### src/rtl/vedic_div_12x6.sv
// Iterative restoring divider: 2*DW-bit dividend by DW-bit divisor, one quotient
// bit per clock behind a start/busy/done handshake. Inverse of the 6x6 multiplier path.
module vedic_div_12x6 #(
  parameter int DW = 6
) (
  input  logic            clk,
  input  logic            rst,
  input  logic            start,
  input  logic [2*DW-1:0] dividend,
  input  logic [DW-1:0]   divisor,
  output logic            busy,
  output logic            done,
  output logic [2*DW-1:0] quotient,
  output logic [DW-1:0]   remainder,
  output logic            div_zero
);

  localparam int CW = $clog2(2*DW);
  localparam logic [CW-1:0] CNT_LAST = CW'(2*DW-1);

  localparam logic [1:0] IDLE = 2'd0;
  localparam logic [1:0] RUN  = 2'd1;
  localparam logic [1:0] DIVZ = 2'd2;

  logic [1:0]      state;
  logic [DW-1:0]   pr;
  logic [2*DW-1:0] dq;
  logic [DW-1:0]   dvsr;
  logic [CW-1:0]   cnt;

  logic [DW:0]     t;
  logic            ge;
  logic [DW-1:0]   pr_next;
  logic [2*DW-1:0] dq_next;

  // The stored remainder is always below the divisor, so it fits in DW bits;
  // the extra bit of the restoring step lives only in t during the compare.
  always_comb begin
    t       = {pr, dq[2*DW-1]};
    ge      = (t >= {1'b0, dvsr});
    pr_next = ge ? (t[DW-1:0] - dvsr) : t[DW-1:0];
    dq_next = {dq[2*DW-2:0], ge};
  end

  always_ff @(posedge clk) begin
    if (rst) begin
      state     <= IDLE;
      busy      <= 1'b0;
      done      <= 1'b0;
      quotient  <= '0;
      remainder <= '0;
      div_zero  <= 1'b0;
      pr        <= '0;
      dq        <= '0;
      dvsr      <= '0;
      cnt       <= '0;
    end else begin
      done <= 1'b0;
      case (state)
        IDLE: begin
          if (start) begin
            dq    <= dividend;
            dvsr  <= divisor;
            pr    <= '0;
            cnt   <= CNT_LAST;
            busy  <= 1'b1;
            state <= (divisor == '0) ? DIVZ : RUN;
          end
        end
        RUN: begin
          pr <= pr_next;
          dq <= dq_next;
          if (cnt == '0) begin
            state     <= IDLE;
            busy      <= 1'b0;
            done      <= 1'b1;
            quotient  <= dq_next;
            remainder <= pr_next;
            div_zero  <= 1'b0;
          end else begin
            cnt <= cnt - 1'b1;
          end
        end
        DIVZ: begin
          // Saturated quotient; the low dividend bits are reported as remainder.
          state     <= IDLE;
          busy      <= 1'b0;
          done      <= 1'b1;
          quotient  <= '1;
          remainder <= dq[DW-1:0];
          div_zero  <= 1'b1;
        end
        default: begin
          state <= IDLE;
          busy  <= 1'b0;
        end
      endcase
    end
  end

endmodule

### config.mk
export PLATFORM = sky130hd
export DESIGN_NAME = vedic_div_12x6
export DESIGN_NICKNAME = d
export VERILOG_FILES = /design/src/rtl/vedic_div_12x6.sv
export SDC_FILE = /design/constraint.sdc
export NUM_CORES = 1
export LEC_CHECK = 0
export ABC_CLOCK_PERIOD_IN_PS = 5450
export CAP_MARGIN = 20
export CORE_UTILIZATION = 40
export DETAILED_ROUTE_END_ITERATION = 8
export SLEW_MARGIN = 25
export SYNTH_ARGS = -nofsm -noshare
export SYNTH_HDL_FRONTEND = slang
export SYNTH_SLANG_ARGS = --single-unit
### constraint.sdc
create_clock -name clk -period 5.45 [get_ports clk]
set_input_delay 0.8175 -clock clk [delete_from_list [all_inputs] [get_ports clk]]
set_output_delay 0.8175 -clock clk [all_outputs]
set_load 0.1 [all_outputs]
==> qor.yml <==
power_uw: 993
dp_hpwl_mm: 4.11
synth_top_area_share_pct: 41.0
slew_violations: 0
clockRootBuffer: "clkbuf_8"
drtIter0Drc: 99
io_buffers: 41
tightestPinTransition_ns: 0.979
crit_required_ns: 4.63
grt_max_degree: 49
synth_seq_cells: 51
power.density_nw_per_um2: 327
synthTopCellsByArea: "dfxtp_1 (41%), mux2i_1 (6.8%), nor2_1 (6.5%)"
htree_levels: 2
worstPathArrival_ns: 1.86
drive_gt1_share_pct: 4.28
setup_viol_count_final: 0
start_util_pct: 41.8
hold_class: "flop to flop"
crit_buf_inv: 1
slew_headroom_pct: 34.5
vias: 2087
fmaxAchievable_mhz: 374
wire_per_inst_microns: 14.2
min_period_over_period_pct: 49.1
ys.warnings.count: 0
p_int_uw: 633
tns_ns: 0
post_cts_buffers: 0
synth_top_cell_by_area: "dfxtp_1"
grt_pass1_wl_mm: 9.16
whs_ns: 0.460
n_antenna_cell: 0
num_rows: 28
grtUsageTotal_pct: 18.4
yosysSeqAreaShare_pct: 41.0
grt.overflow.total: 0
power.leakage_uw: 0.00121
clock-sinks: 51
clkPwrFrac_pct: 24.2
die-area_sq_um: 6550
status: "complete, no violations"
drt_wl_total_mm: 5.72
cpLargestDelayFamily: "buffers and inverters"
drc_errors: 0
netlist_area_sq_um: 2490
max_stage_delay_ns: 1.15
clkTransAtPathRegs_ns: 0.09
hold_viol: 0
synth_fp_nets: 326
swShare_pct: 36.3
post_drt_via_cell_ratio: 5.19
power.switching_uw: 360
routabilityCongestion: 0.808
core_sq_um: 5960
hold_buffers: 0
cts_resized: 0
io_pins: 42
fin_util_pct: 51.1
synth_cells: 292
cp_slowest_cell: "clkdlybuf4s50_1"
crit_type: "flop to output pin"
cap_violations: 0
cp_max_fo: 3
synth_cell_types: 41
postSynthAreaPerCell_sq_um: 8.54
clk_latency_ns: 0.30
grt_pass1_vias: 1891
combPwrFrac_pct: 32.4
ant_nets: 0
start_kind: "flop"
drt_pass1_iterations: 4
ir_drop_mv: 0.152
area_growth_pct: 22.0
fin_skew_ns: 0.00619
layout_min_cycle_time_ns: 2.67
die_h_microns: 80.9
tritoncts: "built"
path_cells: "clkdlybuf4s50_1"
fillers: 581
p_seq_share_pct: 43.4
fin_nets: 360
mostFrequentLayoutCell: "dfxtp_1"
dieWidth_microns: 80.9
grt_antenna_before_repair: 0
worst_setup_path_end_kind: "output pin"
cts_buffers: 5
cts_buffer_depth: 2
rsz0062_at_grt: "false"
final_cell_mix: "dfxtp_1 (51), nor2_1 (43), clkdlybuf4s50_1 (41)"
==> power groups by stage <==
stage / sequential [uW] / clock (uW) / combinational (uW)
final: 431 / 240 / 322
after global routing: 436 / 264 / 347
after CTS: 431 / 246 / 322
after detailed placement: 440 / 0 / 321
after global placement: 440 / 0 / 319
after floorplan: 521 / 0 / 165
==> synth_stat cells, drive strengths merged <==
cell and count:
nor4bb 1, nor4 1, fa 1, a211o 2, nand2 26, nor3 4, nand2b 3, a221oi 1
a41o 2, clkbuf 10, nand3b 4, and2 1, xnor2 1, mux2 1, or2 1, a41oi 1
o21ai 10, o31ai 1, nor2 43, a211oi 17, inv 17, o22ai 10, nor3b 1, mux2i 17
a21o 3, a21oi 24, ha 12, and3 4, dfxtp 51, nor2b 4, buf 7, o32ai 4
a22oi 1, nand3 1, o311ai 1, a2111o 1, xor2 3
==> metrics by stage <==
step,worst slack [ns],instance area [sq um],instances
floorplan,3.32,2490,292
global placement,2.90,2940,394
detailed placement,2.80,2940,394
CTS,2.76,3040,402
global route,2.49,3040,402
finish,2.78,3040,402
==> sequential cells by signal, indices dropped and copies added (netlist names) <==
| register | cells |
|---|---|
| div_zero | 1 |
| dq | 12 |
| state | 2 |
| pr | 6 |
| cnt | 4 |
| dvsr | 6 |
| quotient | 12 |
| remainder | 6 |
| busy | 1 |
| done | 1 |
==> worst paths after layout <==
check,start,end,slack [ns],cells past startpoint
max,remainder[1],remainder[1],2.78,1
min,dvsr[3],dvsr[3],0.46,2
max reg2reg,state[1],remainder[5],2.81,8
min reg2reg,dvsr[3],dvsr[3],0.46,2
==> area by class of cell <==
cell class	count	area (sq um)	area share, %
multi-input combinational	207	1330	43.6
timing repair buffer	44	433	14.2
tap	75	93.8	3.09
sequential	51	1020	33.6
inverter	17	63.8	2.10
clock inverter	1	7.51	0.247
clock buffer	7	96.3	3.17
==> routing by layer <==
metal | share of wire [%] | wire, microns | track usage, %
met1 | 50 | 2870 | 24.1
met2 | 46 | 2620 | 30.6
met3 | 3.1 | 179 | 4.04
met4 | 0.77 | 44 | 4.29
met5 | 0 | 0 | 0
==> cells by family (layout without fill, tap and decap cells) <==
family | count (synthesis) | in the layout | share of synthesized area, %
fa+ha+maj | 13 | 13 | 6.83
buf+inv | 34 | 69 | 5.87
xor+xnor | 4 | 4 | 1.41
compound gates | 78 | 78 | 20.7
simple gates | 94 | 94 | 16.8
flops | 51 | 51 | 41.0
mux | 18 | 18 | 7.43
(Power assumes the default switching activity.)
